$ cat config.mk
export PLATFORM = sky130hd
export DESIGN_NAME = twenty_bit_adder
export DESIGN_NICKNAME = d
export VERILOG_FILES = /design/src/rtl/twenty_bit_adder.sv
export SDC_FILE = /design/constraint.sdc
export NUM_CORES = 1
export LEC_CHECK = 0
export CAP_MARGIN = 20
export CORE_ASPECT_RATIO = 1.2
export CORE_MARGIN = 2
export CORE_UTILIZATION = 40
export DETAILED_ROUTE_END_ITERATION = 10
export GPL_TIMING_DRIVEN = 0
export HOLD_SLACK_MARGIN = 0.08
export PLACE_DENSITY = 0.75
export SYNTH_ARGS = -nofsm -noshare
export SYNTH_HDL_FRONTEND = slang
export SYNTH_SLANG_ARGS = --single-unit
$ cat constraint.sdc
create_clock -name clk -period 1.06 [get_ports clk]
set_input_delay 0.212 -clock clk [delete_from_list [all_inputs] [get_ports clk]]
set_output_delay 0.212 -clock clk [all_outputs]
set_load 0.02 [all_outputs]
$ cat src/rtl/twenty_bit_adder.sv
// rtl/twenty_bit_adder.sv - registered 20-bit unsigned adder with a two-level carry-lookahead core
module twenty_bit_adder (
    input  logic        clk,
    input  logic        rst_n,
    input  logic        in_valid,
    input  logic [19:0] i0,
    input  logic [19:0] i1,
    output logic [19:0] s,
    output logic        cout,
    output logic        out_valid
);

    // Carry into bit 0 is tied off; the adder has no carry-in port.
    localparam logic C0 = 1'b0;

    logic [19:0] p;
    logic [19:0] g;
    logic [4:0]  grp_g;
    logic [4:0]  grp_p;
    logic [4:0]  grp_cin;
    logic        carry_out;
    logic [19:0] carry;
    logic [19:0] sum;

    logic [19:0] s_q;
    logic [19:0] s_d;
    logic        cout_q;
    logic        cout_d;
    logic        valid_q;
    logic        valid_d;

    // First lookahead level: per-bit propagate/generate and per-group G/P for five nibbles.
    always_comb begin
        p     = i0 ^ i1;
        g     = i0 & i1;
        grp_g = '0;
        grp_p = '0;
        for (int k = 0; k < 5; k++) begin
            grp_g[k] = g[4*k+3]
                     | (p[4*k+3] & g[4*k+2])
                     | (p[4*k+3] & p[4*k+2] & g[4*k+1])
                     | (p[4*k+3] & p[4*k+2] & p[4*k+1] & g[4*k]);
            grp_p[k] = p[4*k+3] & p[4*k+2] & p[4*k+1] & p[4*k];
        end
    end

    // Second lookahead level: every group carry is a flat sum-of-products of group G/P,
    // so no carry has to ripple through an earlier group.
    always_comb begin
        grp_cin    = '0;
        grp_cin[0] = C0;
        grp_cin[1] = grp_g[0] | (grp_p[0] & C0);
        grp_cin[2] = grp_g[1] | (grp_p[1] & grp_g[0]) | (grp_p[1] & grp_p[0] & C0);
        grp_cin[3] = grp_g[2] | (grp_p[2] & grp_g[1]) | (grp_p[2] & grp_p[1] & grp_g[0])
                   | (grp_p[2] & grp_p[1] & grp_p[0] & C0);
        grp_cin[4] = grp_g[3] | (grp_p[3] & grp_g[2]) | (grp_p[3] & grp_p[2] & grp_g[1])
                   | (grp_p[3] & grp_p[2] & grp_p[1] & grp_g[0])
                   | (grp_p[3] & grp_p[2] & grp_p[1] & grp_p[0] & C0);
        carry_out  = grp_g[4] | (grp_p[4] & grp_g[3]) | (grp_p[4] & grp_p[3] & grp_g[2])
                   | (grp_p[4] & grp_p[3] & grp_p[2] & grp_g[1])
                   | (grp_p[4] & grp_p[3] & grp_p[2] & grp_p[1] & grp_g[0])
                   | (grp_p[4] & grp_p[3] & grp_p[2] & grp_p[1] & grp_p[0] & C0);
    end

    // Inside each nibble, bit carries are expanded from the group carry-in, then sum = p ^ c.
    always_comb begin
        carry = '0;
        for (int k = 0; k < 5; k++) begin
            carry[4*k]   = grp_cin[k];
            carry[4*k+1] = g[4*k] | (p[4*k] & grp_cin[k]);
            carry[4*k+2] = g[4*k+1] | (p[4*k+1] & g[4*k])
                         | (p[4*k+1] & p[4*k] & grp_cin[k]);
            carry[4*k+3] = g[4*k+2] | (p[4*k+2] & g[4*k+1])
                         | (p[4*k+2] & p[4*k+1] & g[4*k])
                         | (p[4*k+2] & p[4*k+1] & p[4*k] & grp_cin[k]);
        end
        sum = p ^ carry;
    end

    // Next-state: load a new result on an accepted pair, otherwise hold sum/carry and drop valid.
    always_comb begin
        s_d     = s_q;
        cout_d  = cout_q;
        valid_d = 1'b0;
        if (in_valid) begin
            s_d     = sum;
            cout_d  = carry_out;
            valid_d = 1'b1;
        end
    end

    // Output registers; reset clears everything at once, discarding any in-flight result.
    always_ff @(posedge clk or negedge rst_n) begin
        if (!rst_n) begin
            s_q     <= '0;
            cout_q  <= 1'b0;
            valid_q <= 1'b0;
        end else begin
            s_q     <= s_d;
            cout_q  <= cout_d;
            valid_q <= valid_d;
        end
    end

    assign s         = s_q;
    assign cout      = cout_q;
    assign out_valid = valid_q;

endmodule

==> key figures, run 1 <==
Setup path
  – Startpoint types: input port
  – Worst EP arrival: 2.43 ns
  – Critical R2R Capture: cout
  – Reg-to-Reg Start: cout
  – Reg2reg setup slack: 0.21 ns
  – Worst Setup End Kind: flip-flop
  – Buffer and inverter count on the worst path: 2
  – Crit-path slowest cell: fa_2
  – Critical path's top delay family: adder cells
  – CP Cell Sequence: buf_8 -> ha_4 -> a21o_1 -> a2111oi_4 -> or3_4 -> buf_4 -> and3_4 -> o31ai_4 -> fa_2 -> mux2_4
  – WS Path Type: in -> reg
  – Worst stage delay on the critical path: 0.47 ns
  – Worst-case reg-to-reg path depth: 2
  – Max FO, Critical Path: 2
  – Required time of the critical path: between 1 and 1.5 ns

Run status
  – Status: finished, violations left
  – Failing checks: negative setup slack

Hold path
  – Worst hold path class: in -> async

Global routing
  – Grt total ovfl: 0
  – Vias in the first global route: between 1,500 and 2,000
  – Largest net degree at the start of global routing: 23
  – First-pass GRT wire length: 7.97 mm
  – GR Util All Layers: 23.5%
  – Antenna violations before repair: 0

Synthesis
  – Largest cells by area after synthesis: dfrtp_1, ha_1, mux2_2, fa_1, xnor2_1
  – Area leader, netlist: dfrtp_1
  – Post-synthesis sequential area ratio: 34.1%
  – Synth top area share: between 30% and 40%
  – Ys Warns: 0
  – Mapped Area: 1620 µm²
  – Distinct cell type count after synthesis: 35
  – Mapped Nets: approximately 220
  – Mapped Cells: roughly 160
  – Syn avg cell area: 10.4 µm²
  – Yosys reg bits: 22

Power
  – Pwr/cell area: approximately 1200 nW/µm²
  – Max VDD drop: approximately 0.65 mV
  – Leakage: 1.30 nW

Final layout
  – Multi-input logic area: around 1400 µm²
  – P&R area growth vs syn: 82.1%
  – Share of layout cells above drive strength 1: 52.7%
  – Final #Nets: 329
  – Storage cell area: between 500 and 600 µm²
  – ANT cells: 0
  – Utilization after layout: between 70 and 80%
  – Final Cell Area: approximately 2900 µm²
  – # fillers: approximately 250

Job
  – Max-cap violation count: 0

Die
  – Initial core utilization: roughly two fifths
  – IO Pins: 65
  – Rows: 25
  – DIE AREA: 4570 µm²
  – Total core area: 3910 µm²
  – Die height: 73.6 µm
  – Die Wd: between 60 and 70 µm

Clock tree
  – Htree depth: 1
  – CTS buffer count: 3
  – CTS root buf: clkbuf_8
  – Worst-path clk slew: ~0.08 ns
  – CTS tree: yes
  – Clk Latency, worst-skew pair: 0.26 ns
  – Hold_buf cts: 0
  – Total clock sinks: 22
  – Clock Tree Buf Depth: 2

STA
  – Max-slew headroom: roughly a third
  – RSZ-0062 raised after global routing: yes
  – Final Hold Fails: 0
  – Slew Viols, Final: 0
  – Clk_skew: 0 ns
  – Setup Viol. Count Final: 19
  – Final worst slack: -1.22 ns
  – FMAX: 0.439 GHz
  – Final Cycle Share: 215%
  – Min Tclk post-route: 2.28 ns
  – Actual slew at the worst max-slew pin: 1.01 ns

Place
  – RePlAce Congestion: 0.854
  – Pre-CTS setup slack: -2.08 ns
  – Post-DP HPWL: 2.96 mm
  – DP Area: 2380 µm²
  – IO buf count: 64

Drt
  – Initial detailed-routing violation count: 46
  – DRT Pass-1 Iters: 4
  – Wirelength per Cell: about 15 µm
  – Post-DRT Antenna Nets: 0
  – Via-per-instance ratio: 5.30
  – Vias: 1,663
  – DRC: 0
  – Routed wire length: 4.85 mm
[cell usage in the layout (no fill, tap or decap), drive strengths merged]
cell type / count
a21oi: 14
bufinv: 1
a2111oi: 1
dlygate4sd2: 9
or3: 3
ha: 20
nand4: 2
a21o: 5
buf: 78
o21a: 4
nand3: 3
a211o: 2
inv: 5
dfrtp: 22
xnor2: 7
nor2: 8
o31a: 2
and2: 2
nand2: 10
nor3: 5
o221ai: 1
o21bai: 2
o21ai: 3
mux2: 9
o211ai: 1
xor2: 1
o31ai: 4
clkbuf: 7
clkdlybuf4s15: 2
a22o: 1
and3: 2
o2111ai: 1
fa: 5
or2: 1
nor4: 2
clkdlybuf4s50: 13
a31oi: 2
[how the worst max path moves through the flow]
stage	startpoint	end	slack (ns)	cells after the start
final	i0[1]	s[12]	-1.22	10
after global routing	i1[1]	s[16]	-1.25	10
after CTS	i0[1]	s[16]	-1.22	10
after detailed placement	i0[1]	s[16]	-2.08	11
after global placement	i0[1]	s[16]	-2.04	11
after floorplan	i1[1]	s[16]	-1.37	10
[cells in the mapped netlist]
cell / instances
o21ai_1: 1
a22o_1: 1
and2_1: 2
clkbuf_1: 4
nand4_1: 2
and3_2: 2
or2_2: 1
mux2_2: 9
ha_1: 20
nor2_1: 8
a211o_1: 2
o21ai_0: 2
o221ai_1: 1
o211ai_1: 1
nand2_1: 10
xor2_1: 1
buf_6: 1
a31oi_1: 2
o21bai_1: 2
a21oi_1: 12
nand3_1: 3
or3_1: 3
a2111oi_4: 1
a21o_1: 5
nor3_1: 5
o31ai_1: 4
xnor2_1: 7
o2111ai_1: 1
o31a_1: 2
o21a_1: 4
fa_1: 5
nor4_1: 2
inv_1: 5
a21oi_2: 2
dfrtp_1: 22
[registers in the layout (all words and copies together), names as in the netlist]
register   cells
cout           1
out_valid      1
s             20
[metrics by stage]
| step | setup TNS (ns) | total power [mW] | cells | hold WS (ns) |
|---|---|---|---|---|
| finish | -14.78 | 3.54 | 314 | 0.230 |
| CTS | -15.25 | 3.45 | 316 | 0.253 |
| global route | -15.74 | 3.74 | 314 | 0.297 |
| global placement | -39.41 | 2.49 | 273 | 0.471 |
| detailed placement | -39.45 | 2.52 | 273 | 0.468 |
| floorplan | -14.61 | 1.87 | 155 | -0.0836 |
[power by group]
part	switching (mW)	internal, mW	total [mW]	leakage (nW)
Combinational	0.813	0.857	1.67	1.01
Sequential	0.0823	1.00	1.09	0.256
Clock	0.279	0.504	0.784	0.0357
Total	1.17	2.36	3.54	1.30
[what timing repair did]
action	CTS	global route
setup endpoints to repair	65	21
buffers inserted	48	8
pin swaps	35	28
resized for setup	224	35
[metal layers]
metal / part of all wire (%) / GRT usage (%) / routed length, µm
met1: 39 / 28.1 / 1870
met4: 4.6 / 10.2 / 221
met5: 0 / 0 / 0
met2: 52 / 41.0 / 2510
met3: 5.2 / 2.46 / 253
[final cells by class]
type,instances,area share [%]
multi-input combinational,123,46.4
timing repair buffer,102,28.2
sequential,22,18.7
tap,54,2.29
clock buffer,3,1.40
buffer,4,1.36
clock inverter,1,1.02
inverter,5,0.637
[cells by family (layout without fill, tap and decap cells)]
| kind of cell | Yosys count | after routing | share of synthesized area [%] |
|---|---|---|---|
| AO/OA/AOI/OAI | 43 | 43 | 19.4 |
| AND/OR/NAND/NOR | 38 | 38 | 11.5 |
| adder cells (fa/ha/maj) | 25 | 25 | 21.7 |
| flip-flops | 22 | 22 | 34.1 |
| buffers and inverters | 10 | 115 | 2.79 |
| multiplexers | 9 | 9 | 6.27 |
| XOR/XNOR | 8 | 8 | 4.33 |
No activity file was read; power rests on OpenSTA's default activity.
==> run 2, diff against run 1 <==
--- a/config.mk
+++ b/config.mk
@@ -5,6 +5,7 @@
 export SDC_FILE = /design/constraint.sdc
 export NUM_CORES = 1
 export LEC_CHECK = 0
+export ABC_AREA = 1
 export CAP_MARGIN = 20
 export CORE_ASPECT_RATIO = 1.2
 export CORE_MARGIN = 2
@@ -12,7 +13,7 @@
 export DETAILED_ROUTE_END_ITERATION = 10
 export GPL_TIMING_DRIVEN = 0
 export HOLD_SLACK_MARGIN = 0.08
-export PLACE_DENSITY = 0.75
+export PLACE_DENSITY = 0.74
 export SYNTH_ARGS = -nofsm -noshare
 export SYNTH_HDL_FRONTEND = slang
 export SYNTH_SLANG_ARGS = --single-unit
==> run 2 against run 1 <==
  * Global-route usage is 2.6 points lower
  * Synthesized cell count is 43% higher
  * Total power is 2.1% lower
  * Largest cell class unchanged
  * Flip-flop and latch count stayed put
  * The run still ends with negative setup slack left
  * Critical path depth is 1 higher
  * Clock skew stayed put
  * Final cell count is 18% higher
  * Die area is 6.6% higher
  * Utilization is 0.16 points lower
==> key figures, run 2 <==
Synthesis
  – Yosys reg bits: 22 (unchanged)
  – Mapped Area: 1730 µm² (was 1620 µm²)
  – Ys Warns: 0 (unchanged)
  – Asr flop ratio synth: 100% (unchanged)
  – Post-synth EDFFs: 0 (unchanged)
  – Synth top area share: 31.8% (was 34.1%)
  – Syn avg cell area: 7.79 µm² (was 10.4 µm²)
  – Most frequent cell after synthesis: nand2_1 (was dfrtp_1)
  – Area leader, netlist: dfrtp_1 (unchanged)
  – Mapped Cells: 222 (was 155)
  – Largest cells by area after synthesis: dfrtp_1, nand2_1, ha_1, fa_1, nand3_1 (was dfrtp_1, ha_1, mux2_2, fa_1, xnor2_1)
  – Post-synthesis sequential area ratio: 31.8% (was 34.1%)
  – Distinct cell type count after synthesis: 23 (was 35)
  – Synth cell count leaders: nand2_1, dfrtp_1, ha_1, nand3_1, inv_1 (was dfrtp_1, ha_1, a21oi_1)
  – Mapped Nets: 290 (was 223)
  – Primary FF master, synth: dfrtp_1 (unchanged)

STA
  – Final worst slack: -0.573 ns (was -1.22 ns)
  – Actual slew at the worst max-slew pin: 0.543 ns (was 1.01 ns)
  – RSZ-0062 raised after global routing: yes (unchanged)
  – Final Cycle Share: 154% (was 215%)
  – Hold WS: 0.0280 ns (was 0.230 ns)
  – Setup Viol. Count Final: 18 (was 19)
  – Max-slew headroom: 63.8% (was 32.5%)
  – Min Tclk post-route: 1.63 ns (was 2.28 ns)
  – Slew Viols, Final: 0 (unchanged)
  – Clk_skew: 0 ns (unchanged)
  – Final Hold Fails: 0 (unchanged)
  – FMAX: 0.613 GHz (was 0.439 GHz)

Final layout
  – P&R area growth vs syn: 82.3% (was 82.1%)
  – Commonest non-fill, non-tap cell in the layout: nand2_1 (was buf_2)
  – ANT cells: 0 (unchanged)
  – Max reg flops: 20 (unchanged)
  – Share of layout cells above drive strength 1: 53.3% (was 52.7%)
  – Final #Nets: 384 (was 329)
  – Most frequent cells in the layout: nand2_1, buf_2, buf_6 (was buf_2, buf_4, buf_6, dfrtp_1)

Clock tree
  – Htree depth: 1 (unchanged)
  – Worst-path clk slew: 0.08 ns (about the same)
  – CTS root buf: clkbuf_8 (unchanged)
  – Clk Latency, worst-skew pair: 0.26 ns (about the same)
  – Clock Tree Buf Depth: 2 (unchanged)
  – CTS tree: yes (unchanged)
  – CTS buffer count: 3 (unchanged)
  – Total clock sinks: 22 (unchanged)
  – Hold_buf cts: 0 (unchanged)

Drt
  – Routed wire length: 5.56 mm (was 4.85 mm)
  – Via-per-instance ratio: 5.16 (was 5.30)
  – Vias: 1,914 (was 1,663)
  – DRT Pass-1 Iters: 4 (unchanged)
  – DRC: 0 (unchanged)
  – Initial detailed-routing violation count: 127 (was 46)
  – Post-DRT Antenna Nets: 0 (unchanged)
  – Wirelength per Cell: 15.0 µm (was 15.5 µm)

Setup path
  – Max FO, Critical Path: 3 (was 2)
  – Reg2reg setup slack: 0.38 ns (was 0.21 ns)
  – Startpoint types: input port (unchanged)
  – WS Path Type: in -> reg (unchanged)
  – Required time of the critical path: 1.22 ns (was 1.21 ns)
  – Worst Setup End Kind: flip-flop (unchanged)
  – Worst EP arrival: 1.80 ns (was 2.43 ns)

Power
  – Clock Power Share: 17.8% (was 22.1%)
  – Sw frac: 37.6% (was 33.2%)
  – Sw power: 1.30 mW (was 1.17 mW)
  – Max VDD drop: 0.595 mV (was 0.647 mV)
  – Int Power: 2.16 mW (was 2.36 mW)
  – Overall power: 3.46 mW (was 3.54 mW)
  – Leakage: 1.49 nW (was 1.30 nW)
  – Combinational share of power: 51.4% (was 47.2%)
  – Pwr/cell area: 1100 nW/µm² (was 1200 nW/µm²)
  – Seq pwr share: 30.7% (about the same)

Place
  – RePlAce Congestion: 0.821 (was 0.854)
  – Post-DP HPWL: 3.44 mm (was 2.96 mm)
  – IO buf count: 64 (unchanged)

Job
  – Max-cap violation count: 0 (unchanged)

Run status
  – Failing checks: negative setup slack (unchanged)
  – Status: finished, violations left (unchanged)

Die
  – Rows: 26 (was 25)
  – Initial core utilization: 41.2% (was 41.3%)
  – Total core area: 4200 µm² (was 3910 µm²)
  – Die Wd: 64.0 µm (was 62.0 µm)
  – IO Pins: 65 (unchanged)
  – DIE AREA: 4870 µm² (was 4570 µm²)
  – Die height: 76.0 µm (was 73.6 µm)

Hold path
  – Worst hold path class: in -> async (unchanged)

Global routing
  – GR Util All Layers: 20.9% (was 23.5%)
  – Antenna violations before repair: 0 (unchanged)
  – Grt total ovfl: 0 (unchanged)
  – First-pass GRT wire length: 8.28 mm (was 7.97 mm)
  – Largest net degree at the start of global routing: 23 (unchanged)
  – Vias in the first global route: 1,887 (was 1,798)
## run 2: logic make-up (layout without fill, tap and decap cells)
| family | after synthesis | in the layout | synth area share, % |
|---|---|---|---|
| compound gates | 22 | 22 | 6.87 |
| xor+xnor | 8 | 8 | 4.05 |
| buf+inv | 24 | 117 | 5.43 |
| fa+ha+maj | 25 | 25 | 20.3 |
| flops | 22 | 22 | 31.8 |
| simple gates | 121 | 121 | 31.5 |
## run 2: layout make-up
type	count	area, µm²
Multi-Input combinational cell	176	1640
Inverter	18	67.6
Sequential cell	22	551
Clock buffer	4	55.1
Fill cell	285	1040
Buffer	4	30.0
Timing Repair Buffer	91	744
Tap cell	56	70.1
## run 2: worst paths after layout
kind	startpoint	to	cells after the start
setup / recovery	i1[13]	s[16]	11
min in group clk	i0[0]	s[0]	4
setup reg to reg	s[2]	s[2]	2
hold / removal	rst_n	s[11]	1
max in group asynchronous	rst_n	s[9]	2
hold reg to reg	s[16]	s[16]	2
## run 2: critical path: stages
cell and delay, ns:
buf_2 0.11, ha_4 0.29, nand2_4 0.06, nor2_4 0.14, nand2_2 0.09, nor2_2 0.13
nand2_2 0.10, nand3_4 0.09, fa_2 0.44, nand2_1 0.07, nand2_1 0.05
## run 2: per-layer routing
metal | routed length, µm | share of wire (%) | track usage (%) | vias up
li1 | - | - | - | 916
met1 | 2070 | 37 | 24.0 | 911
met2 | 3070 | 55 | 39.2 | 71
met3 | 240 | 4.3 | 1.62 | 16
met4 | 178 | 3.2 | 7.83 | 0
met5 | 0 | 0 | 0 | -
## run 2: what timing repair did
action	4_1_cts	5_1_grt
resized for setup	272	55
setup endpoints to repair	65	21
pin swaps	54	47
buffers inserted	18	12
hold endpoints to repair	0	10
## run 2: metrics by stage
step / utilization, % / cell area (µm²) / instances / setup WS (ns) / TNS [ns]
final: 75.1 / 3150 / 371 / -0.573 / -7.08
after global routing: 75.1 / 3150 / 371 / -0.644 / -8.60
after CTS: 67.8 / 2850 / 361 / -0.514 / -5.82
after detailed placement: 64.1 / 2690 / 342 / -1.25 / -29.78
after global placement: 64.1 / 2690 / 342 / -1.26 / -29.68
after floorplan: - / 1980 / 222 / -0.569 / -5.80
## run 2: power by group through the flow
| stage | clock (mW) | sequential [mW] | combinational [mW] |
|---|---|---|---|
| finish | 0.618 | 1.07 | 1.78 |
| global route | 0.634 | 1.08 | 1.94 |
| CTS | 0.618 | 1.06 | 1.53 |
| detailed placement | 0 | 1.08 | 1.49 |
| global placement | 0 | 1.08 | 1.47 |
| floorplan | 0 | 1.26 | 0.656 |
==> run 3, diff against run 2 <==
--- a/config.mk
+++ b/config.mk
@@ -8,7 +8,6 @@
 export ABC_AREA = 1
 export CAP_MARGIN = 20
 export CORE_ASPECT_RATIO = 1.2
-export CORE_MARGIN = 2
 export CORE_UTILIZATION = 40
 export DETAILED_ROUTE_END_ITERATION = 10
 export GPL_TIMING_DRIVEN = 0
==> run 3 against run 2 <==
  * The run still ends with negative setup slack left
  * Maximum frequency up 3.2%
  * Total power is 2.7% higher
  * Sequential power about the same
  * Via count shrank 3.0%
  * Clock skew is the same
  * Clock power up 28%
  * Utilization is 0.56 points lower
  * Critical path depth did not move
==> key figures, run 3 (same netlist as run 2, synthesis figures left out) <==
Run status
  – Status: finished, violations left (unchanged)
  – Failing checks: negative setup slack (unchanged)

STA
  – Max-slew headroom: 34.0% (was 63.8%)
  – Final worst slack: -0.522 ns (was -0.573 ns)
  – Slew Viols, Final: 0 (unchanged)
  – Final Hold Fails: 0 (unchanged)
  – Min Tclk post-route: 1.58 ns (was 1.63 ns)
  – Actual slew at the worst max-slew pin: 0.990 ns (was 0.543 ns)
  – RSZ-0062 raised after global routing: yes (unchanged)
  – Clk_skew: 0 ns (unchanged)
  – FMAX: 0.632 GHz (was 0.613 GHz)
  – Final Cycle Share: 149% (was 154%)
  – Setup Viol. Count Final: 17 (was 18)

Power
  – Pwr/cell area: 1180 nW/µm² (was 1100 nW/µm²)
  – Leakage: 1.47 nW (was 1.49 nW)
  – Max VDD drop: 0.701 mV (was 0.595 mV)

Global routing
  – Grt peak-use layer: met2 (unchanged)
  – Met3 Resource Use GR: 2.26% (was 1.62%)
  – Met2 Usage GRT: 40.0% (was 39.2%)
  – Grt met1 use: 28.9% (was 24.0%)
  – Antenna violations before repair: 0 (unchanged)
  – Grt total ovfl: 0 (unchanged)
  – Vias in the first global route: 1,745 (was 1,887)
  – First-pass GRT wire length: 7.92 mm (was 8.28 mm)
  – Largest net degree at the start of global routing: 23 (unchanged)
  – GR Util All Layers: 22.8% (was 20.9%)

Die
  – DIE AREA: 4590 µm² (was 4870 µm²)
  – Total core area: 4040 µm² (was 4200 µm²)
  – Die height: 74.0 µm (was 76.0 µm)
  – Rows: 25 (was 26)
  – Die Wd: 62.0 µm (was 64.0 µm)
  – Initial core utilization: 42.9% (was 41.2%)
  – IO Pins: 65 (unchanged)

Clock tree
  – CTS buffer count: 3 (unchanged)
  – Clk Latency, worst-skew pair: 0.26 ns (about the same)
  – Hold_buf cts: 0 (unchanged)
  – Htree depth: 1 (unchanged)
  – Total clock sinks: 22 (unchanged)
  – Clock Tree Buf Depth: 2 (unchanged)
  – CTS tree: yes (unchanged)
  – Worst-path clk slew: 0.08 ns (about the same)
  – CTS root buf: clkbuf_8 (unchanged)

Setup path
  – Worst stage delay on the critical path: 0.39 ns (was 0.44 ns)
  – Crit-path slowest cell: fa_2 (unchanged)
  – Worst EP arrival: 1.78 ns (was 1.80 ns)
  – Critical R2R Capture: s[9] (was s[2])
  – Critical path depth: 11 (unchanged)
  – Buffer and inverter count on the worst path: 1 (unchanged)
  – Worst setup path end: s[17] (was s[16])
  – CP Cell Sequence: buf_6 -> ha_4 -> nand2_4 -> nand2_4 -> nand2_2 -> nand2_2 -> a21oi_2 -> nand3_4 -> fa_2 -> xnor2_2 -> o21ai_1 (was buf_2 -> ha_4 -> nand2_4 -> nor2_4 -> nand2_2 -> nor2_2 -> nand2_2 -> nand3_4 -> fa_2 -> nand2_1 -> nand2_1)
  – Worst Setup End Kind: flip-flop (unchanged)
  – Critical path's top delay family: adder cells (unchanged)
  – WS Path Type: in -> reg (unchanged)
  – Worst-case reg-to-reg path depth: 3 (was 2)
  – Startpoint types: input port (unchanged)
  – Reg-to-Reg Start: s[9] (was s[2])
  – Reg2reg setup slack: 0.29 ns (was 0.38 ns)
  – Required time of the critical path: 1.26 ns (was 1.22 ns)
  – Max FO, Critical Path: 3 (unchanged)
  – Worst Setup SP: i1[9] (was i1[13])

Place
  – IO buf count: 64 (unchanged)
  – Placed instance count: 340 (was 342)
  – Post-DP HPWL: 3.26 mm (was 3.44 mm)
  – RePlAce Congestion: 0.767 (was 0.821)

Final layout
  – Commonest non-fill, non-tap cell in the layout: nand2_1 (unchanged)
  – Final #Nets: 385 (was 384)
  – Non-Filler Instances: 370 (was 371)
  – P&R area growth vs syn: 74.0% (was 82.3%)
  – Utilization after layout: 74.6% (was 75.1%)
  – Most frequent cells in the layout: nand2_1, buf_2, dfrtp_1 (was nand2_1, buf_2, buf_6)
  – Max reg flops: 20 (unchanged)
  – # fillers: 282 (was 285)
  – ANT cells: 0 (unchanged)
  – Share of layout cells above drive strength 1: 51.9% (was 53.3%)

Job
  – Max-cap violation count: 0 (unchanged)

Drt
  – Vias: 1,856 (was 1,914)
  – DRT Pass-1 Iters: 6 (was 4)
  – Initial detailed-routing violation count: 56 (was 127)
  – Post-DRT Antenna Nets: 0 (unchanged)
  – Via-per-instance ratio: 5.02 (was 5.16)
  – Routed wire length: 5.07 mm (was 5.56 mm)
  – Wirelength per Cell: 13.7 µm (was 15.0 µm)
  – DRC: 0 (unchanged)

Hold path
  – Worst hold path class: in -> async (unchanged)
[run 3: metrics by stage]
stage / hold slack (ns) / setup slack [ns] / setup TNS [ns] / power, mW / cell area, µm²
5_1_grt: 0.296 / -0.574 / -7.72 / 3.77 / 3010
6_report: 0.222 / -0.522 / -6.53 / 3.56 / 3010
3_3_place_gp: 0.457 / -1.26 / -29.60 / 2.54 / 2690
4_1_cts: 0.246 / -0.493 / -5.41 / 3.34 / 2800
2_1_floorplan: -0.0836 / -0.569 / -5.80 / 1.91 / 1980
3_5_place_dp: 0.464 / -1.26 / -29.92 / 2.56 / 2690
[run 3: metal layers]
| layer | wire [µm] | share of wire [%] | up-vias |
|---|---|---|---|
| li1 | - | - | 921 |
| met1 | 2080 | 41 | 869 |
| met2 | 2720 | 54 | 60 |
| met3 | 210 | 4.1 | 6 |
| met4 | 62 | 1.2 | 0 |
| met5 | 0 | 0 | - |
[run 3: layout make-up]
class / instances / area (µm²) / share of cell area (%)
multi-input cells: 176 / 1530 / 50.8
repair buffers: 92 / 692 / 23.0
flip-flops and latches: 22 / 551 / 18.3
inverters: 18 / 67.6 / 2.25
well taps: 54 / 67.6 / 2.25
clock buffers: 3 / 41.3 / 1.37
plain buffers: 4 / 31.3 / 1.04
clock inverters: 1 / 30.0 / 0.998
[run 3: worst min-delay path by stage]
stage | to | slack [ns] | cells after the start
finish | s[11] | 0.22 | 1
floorplan | cout | -0.08 | 0
detailed placement | s[11] | 0.46 | 2
global placement | s[1] | 0.46 | 2
global route | s[16] | 0.30 | 1
CTS | s[8] | 0.25 | 1
[run 3: power breakdown]
part	switching, mW	internal [mW]
logic	0.888	0.813
registers	0.0810	0.983
clock network	0.285	0.505
total	1.25	2.30
[run 3: what timing repair did]
| action | in CTS | in global routing |
|---|---|---|
| resized for setup | 253 | 47 |
| pin swaps | 49 | 34 |
| buffers inserted | 42 | 8 |
| endpoints found under the setup margin | 65 | 25 |
